### src/rtl/int_ctrl_pkg.sv
// int_ctrl shared types: line count, FSM states, lost-counter width,
// and the fixed priority order (lower line index wins).
package int_ctrl_pkg;

  localparam int NUM_INT = 2;
  localparam int ID_W    = 1;
  localparam int LOST_W  = 8;
  localparam int CNT_W   = 2;

  typedef enum logic [1:0] {
    IDLE = 2'd0,
    REQ  = 2'd1,
    SERV = 2'd2
  } state_t;

  // Lowest eligible index wins: line 0 over line 1.
  function automatic logic [ID_W-1:0] pick_line(
    input logic [NUM_INT-1:0] elig
  );
    pick_line = '0;
    for (int i = NUM_INT - 1; i >= 0; i--) begin
      if (elig[i]) pick_line = ID_W'(i);
    end
  endfunction

endpackage

### src/rtl/int_sync.sv
// Per-line optional 2-flop synchronizer plus rising-edge detector.
// Ports: clk, rst (async high), line (raw level) -> rise (1-cycle pulse).
// Macro INT_SYNC_EN inserts the 2-flop synchronizer ahead of detection.
module int_sync (
  input  logic clk,
  input  logic rst,
  input  logic line,
  output logic rise
);

  logic cur;
  logic cur_ok;
  logic low_seen;

`ifdef INT_SYNC_EN
  logic s1;
  logic s2;
  logic v1;
  logic v2;

  // v1/v2 mark when s2 holds a real sample rather than reset zeros,
  // so a line high through reset is not mistaken for a fresh edge.
  always_ff @(posedge clk or posedge rst) begin
    if (rst) begin
      s1 <= 1'b0;
      s2 <= 1'b0;
      v1 <= 1'b0;
      v2 <= 1'b0;
    end else begin
      s1 <= line;
      s2 <= s1;
      v1 <= 1'b1;
      v2 <= v1;
    end
  end

  assign cur    = s2;
  assign cur_ok = v2;
`else
  assign cur    = line;
  assign cur_ok = 1'b1;
`endif

  // An edge needs a genuine low sample first; reset leaves it unarmed.
  always_ff @(posedge clk or posedge rst) begin
    if (rst) begin
      low_seen <= 1'b0;
    end else if (cur_ok) begin
      low_seen <= ~cur;
    end
  end

  assign rise = cur & low_seen;

endmodule

### src/rtl/int_ctrl.sv
// Two-line interrupt controller: edge latching, IDLE/REQ/SERV handshake,
// saturating dropped-edge counter. Ports: clk_gl, rst, interrupt,
// int_mask, int_en, int_ack, eret -> int_req, int_id, int_pending,
// int_busy, int_lost. Macro INT_SYNC_EN enables input synchronizers.
module int_ctrl
  import int_ctrl_pkg::*;
(
  input  logic               clk_gl,
  input  logic               rst,
  input  logic [NUM_INT-1:0] interrupt,
  input  logic [NUM_INT-1:0] int_mask,
  input  logic               int_en,
  input  logic               int_ack,
  input  logic               eret,
  output logic               int_req,
  output logic [ID_W-1:0]    int_id,
  output logic [NUM_INT-1:0] int_pending,
  output logic               int_busy,
  output logic [LOST_W-1:0]  int_lost
);

  logic [NUM_INT-1:0] rise;
  logic [NUM_INT-1:0] elig;
  logic [NUM_INT-1:0] clr;
  logic [NUM_INT-1:0] drop;
  logic [NUM_INT-1:0] pend_nx;
  logic [CNT_W-1:0]   drop_cnt;
  logic [LOST_W:0]    lost_sum;
  logic [LOST_W-1:0]  lost_nx;
  logic [ID_W-1:0]    id_nx;
  logic               take;
  state_t             state;
  state_t             state_nx;

  for (genvar g = 0; g < NUM_INT; g++) begin : g_line
    int_sync u_sync (
      .clk  (clk_gl),
      .rst  (rst),
      .line (interrupt[g]),
      .rise (rise[g])
    );
  end

  assign elig = int_pending & int_mask;

  always_comb begin
    state_nx = state;
    id_nx    = int_id;
    take     = 1'b0;
    unique case (state)
      IDLE: begin
        if (int_en && |elig) begin
          state_nx = REQ;
          id_nx    = pick_line(elig);
        end
      end
      REQ: begin
        // Withdrawal wins over a same-cycle ack: nothing is consumed.
        if (!int_en || !int_mask[int_id]) begin
          state_nx = IDLE;
        end else if (int_ack) begin
          state_nx = SERV;
          take     = 1'b1;
        end
      end
      SERV: begin
        if (eret) state_nx = IDLE;
      end
      default: state_nx = IDLE;
    endcase
  end

  // A new edge on the line being acked re-sets its bit and is not a loss.
  always_comb begin
    clr      = '0;
    drop_cnt = '0;
    if (take) clr[int_id] = 1'b1;
    pend_nx = (int_pending & ~clr) | rise;
    drop    = rise & int_pending & ~clr;
    for (int i = 0; i < NUM_INT; i++) begin
      drop_cnt = drop_cnt + CNT_W'(drop[i]);
    end
    lost_sum = {1'b0, int_lost} + (LOST_W+1)'(drop_cnt);
    lost_nx  = lost_sum[LOST_W] ? '1 : lost_sum[LOST_W-1:0];
  end

  always_ff @(posedge clk_gl or posedge rst) begin
    if (rst) begin
      state       <= IDLE;
      int_id      <= '0;
      int_pending <= '0;
      int_lost    <= '0;
    end else begin
      state       <= state_nx;
      int_id      <= id_nx;
      int_pending <= pend_nx;
      int_lost    <= lost_nx;
    end
  end

  assign int_req  = (state == REQ);
  assign int_busy = (state == SERV);

endmodule

### config.mk
export PLATFORM = sky130hd
export DESIGN_NAME = int_ctrl
export DESIGN_NICKNAME = d
export VERILOG_FILES = /design/src/rtl/int_ctrl_pkg.sv /design/src/rtl/int_sync.sv /design/src/rtl/int_ctrl.sv
export SDC_FILE = /design/constraint.sdc
export NUM_CORES = 1
export LEC_CHECK = 0
export ABC_CLOCK_PERIOD_IN_PS = 4140
export CAP_MARGIN = 20
export CELL_PAD_IN_SITES_DETAIL_PLACEMENT = 0
export CELL_PAD_IN_SITES_GLOBAL_PLACEMENT = 2
export CORE_MARGIN = 1.5
export CORE_UTILIZATION = 30
export CTS_BUF_LIST = sky130_fd_sc_hd__clkbuf_2
export DETAILED_ROUTE_END_ITERATION = 6
export PLACE_DENSITY_LB_ADDON = 0.15
export SLEW_MARGIN = 20
export SYNTH_ARGS = -nofsm -noshare
export SYNTH_HDL_FRONTEND = slang
export SYNTH_HIERARCHICAL = 1
export SYNTH_SLANG_ARGS = --single-unit
### constraint.sdc
create_clock -name clk_gl -period 4.14 [get_ports clk_gl]
set_clock_uncertainty 0.15 [all_clocks]
set_input_delay 0.828 -clock clk_gl [delete_from_list [all_inputs] [get_ports clk_gl]]
set_output_delay 0.828 -clock clk_gl [all_outputs]
set_load 0.01 [all_outputs]
# [After elaboration in Yosys (flattened, before gate mapping)]
# Index checks and enable logic that the tools add are counted.
[totals] ff_bits=15 input_bits=9
[classes] add_sub_neg=2 magnitude_cmp=2 eq_ne=5 muxes=16 bitwise=10 n_reduce_logical=9
[op_table] op="2-to-1 mux 2 bit" count=5
[op_table] op="adder 8 x 2 -> 9 bit" count=1
[op_table] op="bitwise AND 2 bit" count=4
[op_table] op="2-to-1 mux 1 bit" count=8
[op_table] op="2-to-1 mux 8 bit" count=1
[op_table] op="one-hot mux 2 bit (3 select lines)" count=1
[op_table] op="inequality test 2 bit, second input constant" count=2
[op_table] op="inequality test 3 x 2 -> 1 bit, second input constant" count=1
[op_table] op="AND reduction 3 bit" count=1
[op_table] op="adder 1 x 1 -> 2 bit" count=1
[op_table] op="bitwise AND 1 bit" count=2
[op_table] op="== test 2 x 1 -> 1 bit, second input constant" count=1
[op_table] op="== test 2 bit, second input constant" count=1
[op_table] op="logical AND 1 bit" count=2
[op_table] op="logical NOT 1 bit" count=2
[op_table] op="logical NOT 2 bit" count=1
[op_table] op="less-than comparator 1 x 2 -> 1 bit, second input constant" count=1
[op_table] op="inverter 1 bit" count=2
[op_table] op="inverter 2 bit" count=1
[op_table] op="bitwise OR 2 bit" count=1
[op_table] op="AND reduction 2 bit" count=1
[op_table] op="OR reduction 2 bit" count=1
[op_table] op="demux 1 bit (select 1 bit)" count=1
[op_table] op=">= comparator 1 bit, second input constant" count=1
[op_table] op="logical OR 1 bit" count=1

# [Logic depth before layout (Yosys ltp)]
# Gate-level depths: netlist (run 1).
[depth] ltp_word=12 mapped_depth=8 ltp_nobuf=7

# [Cells and area by module]
# Netlist (run 1), hierarchy kept.
[modules_own_cells] module="int_ctrl" n_inst=1 cells_per_inst=60 area_each_um2=639.4 seq_area_each_um2=325.3
[modules_own_cells] module="int_sync" n_inst=2 cells_per_inst=4 area_each_um2=38.8 seq_area_each_um2=25.0

# [Worst setup path before layout (run 1)]
# Ideal clock, no wire load.
[synth_timing] path_type="input to register" start="input int_ack" end="register int_lost[6]" arrival_ps=2203 slack_ps=1640 stages=8 n_path_buf=1 path_cell_list="nand4b_1 -> o21ai_0 -> nor2_1 -> fa_1 -> and4_1 -> buf_6 -> a31oi_1 -> a41oi_1"
[synth_via] elab_chain_len=9
[synth_lines] element="start, declared" line_no="int_ctrl.sv:13" source="input logic int_ack,"
[synth_lines] element="2-to-1 mux 1 bit" line_no="int_ctrl.sv:61" source="end else if (int_ack) begin"
[synth_lines] element="2-to-1 mux 1 bit" line_no="int_ctrl.sv:59" source="if (!int_en || !int_mask[int_id]) begin"
[synth_lines] element="2-to-1 mux 1 bit" line_no="int_ctrl.sv:50" source="unique case (state)"
[synth_lines] element="2-to-1 mux 2 bit" line_no="int_ctrl.sv:77" source="if (take) clr[int_id] = 1'b1;"
[synth_lines] element="inverter 2 bit" line_no="int_ctrl.sv:79" source="drop = rise & int_pending & ~clr;"
[synth_lines] element="bitwise AND 2 bit" line_no="int_ctrl.sv:79"
[synth_lines] element="adder 1 x 1 -> 2 bit" line_no="int_ctrl.sv:81" source="drop_cnt = drop_cnt + CNT_W'(drop[i]);"
[synth_lines] element="adder 8 x 2 -> 9 bit" line_no="int_ctrl.sv:83" source="lost_sum = {1'b0, int_lost} + (LOST_W+1)'(drop_cnt);"
[synth_lines] element="2-to-1 mux 8 bit" line_no="int_ctrl.sv:84" source="lost_nx = lost_sum[LOST_W] ? '1 : lost_sum[LOST_W-1:0];"
[synth_lines] element="named net lost_nx[6]" line_no="int_ctrl.sv:29" source="logic [LOST_W-1:0] lost_nx;"
[synth_lines] element="end signal, assigned" line_no="int_ctrl.sv:97" source="int_lost <= lost_nx;"
[synth_lines] element="end, declared" line_no="int_ctrl.sv:19" source="output logic [LOST_W-1:0] int_lost"
# The timed path passes the listed nets, and every way through them passes these cells.
# A chain may end at the register's enable or synchronous reset.

# [Final worst setup path (run 1)]
# Ends and elaborated chain as after synthesis.

==> results of run 1 <==
==> synth_stat cells <==
master / n / area (µm²)
xnor2_1: 2 / 17.5
a21oi_1: 2 / 10.0
buf_6: 1 / 11.3
nand3b_1: 1 / 7.51
nand4_4: 1 / 21.3
a31oi_1: 5 / 31.3
nand2_1: 7 / 26.3
inv_1: 9 / 33.8
a41o_1: 1 / 10.0
nor2b_1: 4 / 25.0
and4_1: 1 / 8.76
a41oi_1: 1 / 8.76
nand4b_1: 1 / 8.76
o21ai_0: 3 / 15.0
clkbuf_2: 1 / 5.00
a22o_1: 3 / 26.3
nor2_1: 2 / 7.51
and2_1: 3 / 18.8
nor3b_1: 1 / 7.51
dfrtp_1: 15 / 375
xor2_1: 1 / 8.76
fa_1: 1 / 20.0
nand2b_1: 2 / 12.5
==> cell usage in the layout (no fill, tap or decap), drive strengths merged, types with 2 or more instances in the layout <==
cell	instances
a21oi	2
a22o	3
a31oi	5
and2	3
clkbuf	4
clkdlybuf4s50	21
dfrtp	15
inv	9
nand2	7
nand2b	2
nor2	2
nor2b	4
o21ai	3
xnor2	2
==> path summary, 6_finish.rpt <==
check,start,slack (ns),depth (start not counted),to
max in group asynchronous,rst,2.76,2,int_lost[7]
min in group asynchronous,rst,0.56,2,g_line[0].u_sync/low_seen
hold / removal,int_pending[0],0.37,1,int_id
hold reg to reg,int_pending[0],0.37,1,int_id
setup reg to reg,state[1],1.80,7,int_lost[6]
setup / recovery,int_ack,1.23,8,int_lost[6]
==> worst max-delay path: stages <==
cell and delay (ns):
clkdlybuf4s50_1 0.51, nand4b_1 0.14, o21ai_0 0.28, nor2_1 0.10, fa_1 0.46, and4_1 0.33, a31oi_1 0.20, a41oi_1 0.06
==> flip-flops by register name, indices dropped and copies added, names as in the netlist <==
name	count
int_id	1
g_line.u_sync/low_seen	2
int_lost	8
state	2
int_pending	2
==> metal layers <==
metal / GRT usage [%] / wire, µm
met1: 16.5 / 650
met2: 17.3 / 592
met3: 2.59 / 67
met4: 6.58 / 23
met5: 0 / 0
==> cell families (layout without fill, tap and decap cells) <==
logic type                 Yosys count  after routing  share of synthesized area, %
DFF                                 15             15                          52.4
adders and majority gates            1              1                          2.79
AOI/OAI and AO/OA                   15             15                          14.1
buffers and inverters               11             34                          6.98
and+or+nand+nor                     23             23                          20.1
xor gates and xnor gates             3              3                          3.67
==> area by class of cell <==
type,instances,share of cell area (%)
sequential,15,38.9
multi-input combinational,42,30.2
timing repair buffer,21,21.8
inverter,9,3.50
clock buffer,4,2.07
tap,28,3.63
==> power by group <==
part           switching, mW  internal, mW  total [mW]
Combinational         0.0767         0.112       0.189
Clock                 0.0447        0.0256      0.0703
Sequential            0.0501         0.185       0.235
==> through the flow <==
stage | hold WS (ns) | setup WS (ns) | power, mW | utilization (%) | cell area, µm²
2_1_floorplan | 0.367 | 1.64 | 0.329 | - | 717
3_3_place_gp | 0.363 | 0.951 | 0.431 | 42.4 | 946
3_5_place_dp | 0.346 | 0.949 | 0.426 | 42.4 | 946
4_1_cts | 0.367 | 1.26 | 0.502 | 43.2 | 966
5_1_grt | 0.415 | 1.13 | 0.532 | 43.2 | 966
6_report | 0.369 | 1.23 | 0.494 | 43.2 | 966
==> impl_metrics.env, run 1 <==
export IMPL_final_nets=102
export IMPL_viasPerCell=4.66
export IMPL_final_seq_area_um2=375
export IMPL_insertion_delay_ns=0.27
export IMPL_cts_max_level=1
export IMPL_cp_start_kind="input port"
export IMPL_syn_num_nets=78
export IMPL_final_setup_tns_ns=0
export IMPL_drtIter0Drc=8
export IMPL_area_growth_pct=34.7
export IMPL_postCtsHoldBufs=0
export IMPL_worst_slew_pin_slew_ns=0.491
export IMPL_portBuffers=21
export IMPL_cts_buffers_inserted=3
export IMPL_antenna_diode_count=0
export IMPL_vdd_ir_drop_max_mv=0.254
export IMPL_gr_total_overflow=0
export IMPL_rows=17
export IMPL_ios=22
export IMPL_synth_area_per_cell_um2=10.5
export IMPL_endpoint_kind="flip-flop"
export IMPL_die_w_um=51.9
export IMPL_numClockSinks=15
export IMPL_dp_hpwl_um=983
export IMPL_grt_pass1_vias=568
export IMPL_ant_nets=0
export IMPL_power_density_mw_per_mm2=512
export IMPL_cp_required_ns=4.14
export IMPL_hold_viol_final=0
export IMPL_hp_class="flip-flop to flip-flop"
export IMPL_max_freq_mhz=343
export IMPL_synth_cell_types=23
export IMPL_arrival_ns=2.91
export IMPL_fillCellCount=245
export IMPL_drcViolationCount=0
export IMPL_slew_violations=0
export IMPL_dr_total_vias=555
export IMPL_ys_warn_count=6
export IMPL_fin_cells=119
export IMPL_place_gp_congestion=0.662
export IMPL_tritoncts="built"
export IMPL_cts_buffer_depth=2
export IMPL_die_area_mm2=0.00269
export IMPL_die_h_um=51.9
export IMPL_grt_use_total_pct=11.9
export IMPL_dp_cells=115
export IMPL_syn_inst=68
export IMPL_min_period_ns=2.91
export IMPL_relSlewSlack_pct=67.2
export IMPL_synthesis_area_um2=717
export IMPL_p_leak_nw=0.439
export IMPL_multi_input_area_um2=292
export IMPL_wl_per_cell_um=11.2
export IMPL_fin_crit_sh_pct=70.3
export IMPL_antenna_found_initial=0
export IMPL_maxCapViolations=0
export IMPL_dr_pass1_iters=4
export IMPL_crit_type="input port to flip-flop"
export IMPL_coreArea_mm2=0.00223
export IMPL_ys_seq_area_share_pct=52.4
export IMPL_cts_root_buf="clkbuf_2"
export IMPL_rsz0062_at_grt="no"
export IMPL_post_cts_buffers=0
export IMPL_drive_gt1_share_pct=5.49
export IMPL_grt_max_degree=14
export IMPL_ys_seq_elements=15
export IMPL_clk_pin_slew_ns=0.14
export IMPL_finalSetupViolations=0
export IMPL_status="finished, final reports clean"
export IMPL_initial_core_util_pct=32.1
export IMPL_post_cts_resized=0
export IMPL_totalWireLength_um=1330
export IMPL_crit_fanout=8
export IMPL_grt_pass1_wl_um=2370
Power figures use the tool's default switching activity.
==> run 2, diff against run 1 <==
--- a/config.mk
+++ b/config.mk
@@ -5,12 +5,12 @@
 export SDC_FILE = /design/constraint.sdc
 export NUM_CORES = 1
 export LEC_CHECK = 0
-export ABC_CLOCK_PERIOD_IN_PS = 4140
+export ABC_CLOCK_PERIOD_IN_PS = 2800
 export CAP_MARGIN = 20
 export CELL_PAD_IN_SITES_DETAIL_PLACEMENT = 0
 export CELL_PAD_IN_SITES_GLOBAL_PLACEMENT = 2
 export CORE_MARGIN = 1.5
-export CORE_UTILIZATION = 30
+export CORE_UTILIZATION = 29
 export CTS_BUF_LIST = sky130_fd_sc_hd__clkbuf_2
 export DETAILED_ROUTE_END_ITERATION = 6
 export PLACE_DENSITY_LB_ADDON = 0.15
==> constraint.sdc (replaced) <==
create_clock -name clk_gl -period 2.8 [get_ports clk_gl]
set_clock_uncertainty 0.15 [all_clocks]
set_input_delay 0.56 -clock clk_gl [delete_from_list [all_inputs] [get_ports clk_gl]]
set_output_delay 0.56 -clock clk_gl [all_outputs]
set_load 0.01 [all_outputs]
==> run 2 against run 1 <==
Via count grew 4.5%; largest cell class unchanged; global-route usage barely moved; sequential power up 51%; highest routed layer unchanged; critical endpoint unchanged; combinational power increased by 49%; count of clock-buffer cells in the layout is 1 lower; cell count up 2.5%; first-iteration DRC count is 13% lower; sequential cell count unchanged; power up 49%.
==> impl_metrics.env, run 2 (same netlist as run 1, synthesis figures left out) <==
export IMPL_status="finished, final reports clean"
export IMPL_dp_hpwl_um=1090
export IMPL_antenna_diode_count=0
export IMPL_fin_cells=122
export IMPL_largest_reg_flops=8
export IMPL_area_growth_pct=37.9
export IMPL_tritoncts="built"
export IMPL_max_freq_mhz=400
export IMPL_fin_crit_sh_pct=89.3
export IMPL_crit_path_cell_trace="clkdlybuf4s50_1, nand4b_1, o21ai_0, nor2_1, fa_1, and4_1, a31oi_1, a41oi_1"
export IMPL_place_gp_congestion=0.668
export IMPL_portBuffers=21
export IMPL_vdd_ir_drop_max_mv=0.400
export IMPL_slew_violations=0
export IMPL_endpoint_kind="flip-flop"
export IMPL_path_delay_family="compound AO/OA/AOI/OAI gates"
export IMPL_hold_viol_final=0
export IMPL_worst_slew_pin_slew_ns=0.504
export IMPL_hp_class="input port to asynchronous set/reset pin"
export IMPL_min_period_ns=2.50
export IMPL_fillCellCount=227
export IMPL_final_seq_area_um2=375
export IMPL_crit_type="input port to flip-flop"
export IMPL_antenna_found_initial=0
export IMPL_cts_buffer_depth=2
export IMPL_grt_pass1_wl_um=2320
export IMPL_insertion_delay_ns=0.28
export IMPL_multi_input_area_um2=292
export IMPL_mostFrequentLayoutCells="clkdlybuf4s50_1 (21), dfrtp_1 (15), inv_1 (9), nand2_1 (7), a31oi_1 (5)"
export IMPL_crit_fanout=8
export IMPL_power_density_mw_per_mm2=746
export IMPL_drtIter0Drc=7
export IMPL_cts_max_level=1
export IMPL_cp_num_buf_inv=1
export IMPL_finalSetupViolations=0
export IMPL_initial_core_util_pct=31.5
export IMPL_coreArea_mm2=0.00228
export IMPL_post_cts_buffers=0
export IMPL_clk_pin_slew_ns=0.15
export IMPL_totalWireLength_um=1420
export IMPL_ant_nets=0
export IMPL_p_leak_nw=0.454
export IMPL_ios=22
export IMPL_die_h_um=52.7
export IMPL_viasPerCell=4.75
export IMPL_rsz0062_at_grt="no"
export IMPL_cts_buffers_inserted=3
export IMPL_final_util_pct=43.4
export IMPL_dr_pass1_iters=4
export IMPL_final_setup_tns_ns=0
export IMPL_drive_gt1_share_pct=8.51
export IMPL_maxCapViolations=0
export IMPL_final_common_cell="clkdlybuf4s50_1"
export IMPL_cp_required_ns=2.81
export IMPL_drcViolationCount=0
export IMPL_rows=17
export IMPL_numClockSinks=15
export IMPL_arrival_ns=2.51
export IMPL_grt_use_total_pct=12.0
export IMPL_gr_total_overflow=0
export IMPL_wl_per_cell_um=11.6
export IMPL_die_area_mm2=0.00278
export IMPL_slowest_delay_ns=0.50
export IMPL_slowest_stage="clkdlybuf4s50_1"
export IMPL_relSlewSlack_pct=66.4
export IMPL_top_register="int_lost"
export IMPL_postCtsHoldBufs=0
export IMPL_dp_cells=118
export IMPL_dr_total_vias=580
export IMPL_cts_root_buf="clkbuf_2"
export IMPL_grt_max_degree=14
export IMPL_final_nets=105
export IMPL_grt_pass1_vias=566
export IMPL_die_w_um=52.7
export IMPL_cp_start_kind="input port"
export IMPL_post_cts_resized=0
==> run 2: cell types whose count changed in the layout (fill, tap and decap cells not counted), sizes merged <==
cell / before / now
buf: 0 / 3
clkbuf: 4 / 3
clkinv: 0 / 1
==> run 2: layout make-up <==
type,instances,share of cell area [%]
Tap cell,28,3.54
Sequential cell,15,38.0
Multi-Input combinational cell,42,29.5
Timing Repair Buffer,24,23.5
Clock inverter,1,0.506
Clock buffer,3,1.52
Inverter,9,3.42
==> run 2: metal layers <==
metal	vias to the layer above	GRT usage (%)	share of wire [%]
met2	16	19.4	45
li1	286	-	-
met4	0	7.69	0.99
met3	2	2.57	5.1
met5	-	0	0
met1	276	14.2	49
==> run 2: worst paths after layout <==
| kind | start | to | slack, ns | depth (start not counted) |
|---|---|---|---|---|
| hold reg to reg | int_pending[0] | int_id | 0.37 | 1 |
| hold / removal | rst | g_line[1].u_sync/low_seen | 0.30 | 2 |
| min in group clk_gl | int_pending[0] | int_id | 0.37 | 1 |
| setup / recovery | int_en | int_lost[6] | 0.30 | 8 |
| setup reg to reg | state[1] | int_lost[6] | 0.55 | 7 |
| max in group asynchronous | rst | int_lost[1] | 1.66 | 2 |
==> run 2: power breakdown <==
group / switching [mW] / internal, mW / total, mW
Combinational: 0.110 / 0.171 / 0.282
Sequential: 0.0803 / 0.274 / 0.354
Clock: 0.0691 / 0.0323 / 0.101
Total: 0.260 / 0.478 / 0.737
==> run 2: through the flow <==
| step | setup WS [ns] | cell area, µm² | hold slack (ns) | power (mW) |
|---|---|---|---|---|
| 2_1_floorplan | 0.568 | 717 | 0.139 | 0.487 |
| 3_3_place_gp | 0.0109 | 968 | 0.360 | 0.644 |
| 3_5_place_dp | 0.0121 | 968 | 0.346 | 0.643 |
| 4_1_cts | 0.330 | 988 | 0.280 | 0.749 |
| 5_1_grt | 0.181 | 988 | 0.280 | 0.793 |
| 6_report | 0.300 | 988 | 0.304 | 0.737 |
==> run 3, diff against run 2 <==
--- a/config.mk
+++ b/config.mk
@@ -5,12 +5,13 @@
 export SDC_FILE = /design/constraint.sdc
 export NUM_CORES = 1
 export LEC_CHECK = 0
-export ABC_CLOCK_PERIOD_IN_PS = 2800
+export ABC_CLOCK_PERIOD_IN_PS = 2100
 export CAP_MARGIN = 20
 export CELL_PAD_IN_SITES_DETAIL_PLACEMENT = 0
 export CELL_PAD_IN_SITES_GLOBAL_PLACEMENT = 2
+export CORE_ASPECT_RATIO = 0.5
 export CORE_MARGIN = 1.5
-export CORE_UTILIZATION = 29
+export CORE_UTILIZATION = 26
 export CTS_BUF_LIST = sky130_fd_sc_hd__clkbuf_2
 export DETAILED_ROUTE_END_ITERATION = 6
 export PLACE_DENSITY_LB_ADDON = 0.15
==> constraint.sdc (replaced) <==
create_clock -name clk_gl -period 2.1 [get_ports clk_gl]
set_clock_uncertainty 0.15 [all_clocks]
set_input_delay 0.42 -clock clk_gl [delete_from_list [all_inputs] [get_ports clk_gl]]
set_output_delay 0.42 -clock clk_gl [all_outputs]
set_load 0.01 [all_outputs]
==> run 3 against run 2 <==
Sequential power grew 31%; utilization fell by 1.1 points; first-iteration DRC count increased by 71%; sequential share of layout area shrank 3.9 points.
==> impl_metrics.env, run 3 (same netlist as run 1, synthesis figures left out) <==
export IMPL_drive_gt1_share_pct=23.8
export IMPL_path_delay_family="buffers and inverters"
export IMPL_rr_endpoint="int_lost[6]"
export IMPL_cp_required_ns=2.11
export IMPL_p_comb_share_pct=41.2
export IMPL_cts_buffers_inserted=3
export IMPL_ant_nets=0
export IMPL_p_switching_mw=0.366
export IMPL_grt_pass1_wl_um=2660
export IMPL_final_nets=116
export IMPL_antenna_diode_count=0
export IMPL_cp_num_buf_inv=1
export IMPL_ff2ff_path_depth=7
export IMPL_drtIter0Drc=12
export IMPL_numClockSinks=15
export IMPL_fillCellCount=259
export IMPL_rows=13
export IMPL_slowest_stage="clkdlybuf4s50_1"
export IMPL_insertion_delay_ns=0.30
export IMPL_tritoncts="built"
export IMPL_die_area_mm2=0.00310
export IMPL_drcViolationCount=0
export IMPL_totalWireLength_um=1590
export IMPL_min_period_ns=2.04
export IMPL_dr_pass1_iters=4
export IMPL_dr_total_vias=614
export IMPL_p_leak_nw=0.539
export IMPL_top_register="int_lost"
export IMPL_finalSetupViolations=0
export IMPL_slowest_delay_ns=0.48
export IMPL_endpoint_kind="flip-flop"
export IMPL_die_w_um=77.3
export IMPL_total_power_mw=1.04
export IMPL_fin_ws_ns=0.0567
export IMPL_cts_root_buf="clkbuf_2"
export IMPL_coreArea_mm2=0.00260
export IMPL_hold_viol_final=0
export IMPL_relSlewSlack_pct=64.2
export IMPL_r2r_slack_ns=0.09
export IMPL_final_common_cell="clkdlybuf4s50_1"
export IMPL_status="finished, final reports clean"
export IMPL_crit_type="input port to flip-flop"
export IMPL_die_h_um=40.1
export IMPL_vdd_ir_drop_max_mv=0.402
export IMPL_dp_hpwl_um=1130
export IMPL_initial_core_util_pct=27.5
export IMPL_viasPerCell=4.32
export IMPL_worst_path_stages=8
export IMPL_ios=22
export IMPL_area_growth_pct=53.8
export IMPL_grt_use_total_pct=11.7
export IMPL_slew_violations=0
export IMPL_antenna_found_initial=0
export IMPL_arrival_ns=2.05
export IMPL_clkPwrFrac_pct=13.8
export IMPL_crit_fanout=8
export IMPL_place_gp_congestion=0.718
export IMPL_timing_rr_start="state[1]"
export IMPL_grt_max_degree=14
export IMPL_swShare_pct=35.4
export IMPL_cts_max_level=1
export IMPL_fin_crit_sh_pct=97.3
export IMPL_place_ws_ns=-0.548
export IMPL_grt_pass1_vias=623
export IMPL_hp_class="input port to asynchronous set/reset pin"
export IMPL_max_freq_mhz=489
export IMPL_cp_start_kind="input port"
export IMPL_gr_total_overflow=0
export IMPL_wl_per_cell_um=11.2
export IMPL_clk_pin_slew_ns=0.17
export IMPL_cts_buffer_depth=2
export IMPL_mostFrequentLayoutCells="clkdlybuf4s50_1 (17), dfrtp_1 (15), buf_4 (14), inv_1 (9), nand2_1 (7)"
export IMPL_worst_slew_pin_slew_ns=0.537
export IMPL_largest_reg_flops=8
export IMPL_p_int_mw=0.670
export IMPL_power_density_mw_per_mm2=940
export IMPL_portBuffers=21
export IMPL_pwr_share_seq_pct=44.9
export IMPL_maxCapViolations=0
export IMPL_crit_path_cell_trace="clkdlybuf4s50_1, nand2_1, o21ai_2, nor2_2, fa_2, and4_4, a31oi_1, a41oi_1"
run 3: changes by cell type in the layout (fill, tap and decap cells not counted):
cell             before  now
o21ai_0               3    1
fa_1                  1    0
nor2_1                2    0
dlygate4sd2_1         0    2
clkdlybuf4s50_1      21   17
fa_2                  0    1
nor2_2                0    2
o21ai_2               0    2
and4_4                0    1
dlymetal6s2s_1        0    2
and4_1                1    0
buf_4                 3   14
run 3: how the worst max path moves through the flow:
stage	startpoint	endpoint	slack, ns
floorplan	state[1]	int_lost[6]	0.01
global placement	int_en	int_lost[3]	-0.51
detailed placement	int_en	int_lost[6]	-0.55
CTS	int_ack	int_lost[6]	0.001
global route	state[1]	int_lost[2]	-0.006
finish	int_mask[1]	int_lost[6]	0.06
run 3: per-layer routing:
| layer | vias to the layer above | track usage [%] | routed length [µm] |
|---|---|---|---|
| met5 | - | 0 | 0 |
| met4 | 0 | 3.18 | 0 |
| met3 | 0 | 6.59 | 116 |
| met2 | 17 | 20.2 | 732 |
| met1 | 291 | 13.1 | 742 |
| li1 | 306 | - | - |
run 3: layout make-up:
class                           count  area [µm²]  area share (%)
Clock inverter                      1        5.00           0.454
Tap cell                           37        46.3            4.20
Clock buffer                        3        15.0            1.36
Timing Repair Buffer               35         318            28.8
Sequential cell                    15         375            34.1
Inverter                            9        33.8            3.06
Multi-Input combinational cell     42         309            28.0
run 3: what timing repair did:
item | in CTS | in global routing
buffers inserted | 1 | 1
resized for setup | 8 | 3
pin swaps | 3 | 5
hold buffers | 0 | 0
hold endpoints to repair | 0 | 0
setup endpoints to repair | 9 | 7
run 3: through the flow:
step	util, %	instances	setup TNS [ns]	instance area (µm²)	hold WS [ns]
floorplan	-	68	0	717	-0.00129
global placement	40.2	136	-3.81	1050	0.345
detailed placement	40.2	136	-4.03	1050	0.347
CTS	41.8	141	0	1090	0.110
global route	42.4	142	-0.00553	1100	0.110
finish	42.4	142	0	1100	0.126
run 3: power groups by stage:
stage                     clock [mW]  combinational [mW]  sequential, mW
after floorplan                    0               0.176           0.475
after global routing           0.164               0.467           0.483
after global placement             0               0.413           0.462
final                          0.143               0.427           0.465
after CTS                      0.150               0.429           0.465
after detailed placement           0               0.419           0.466
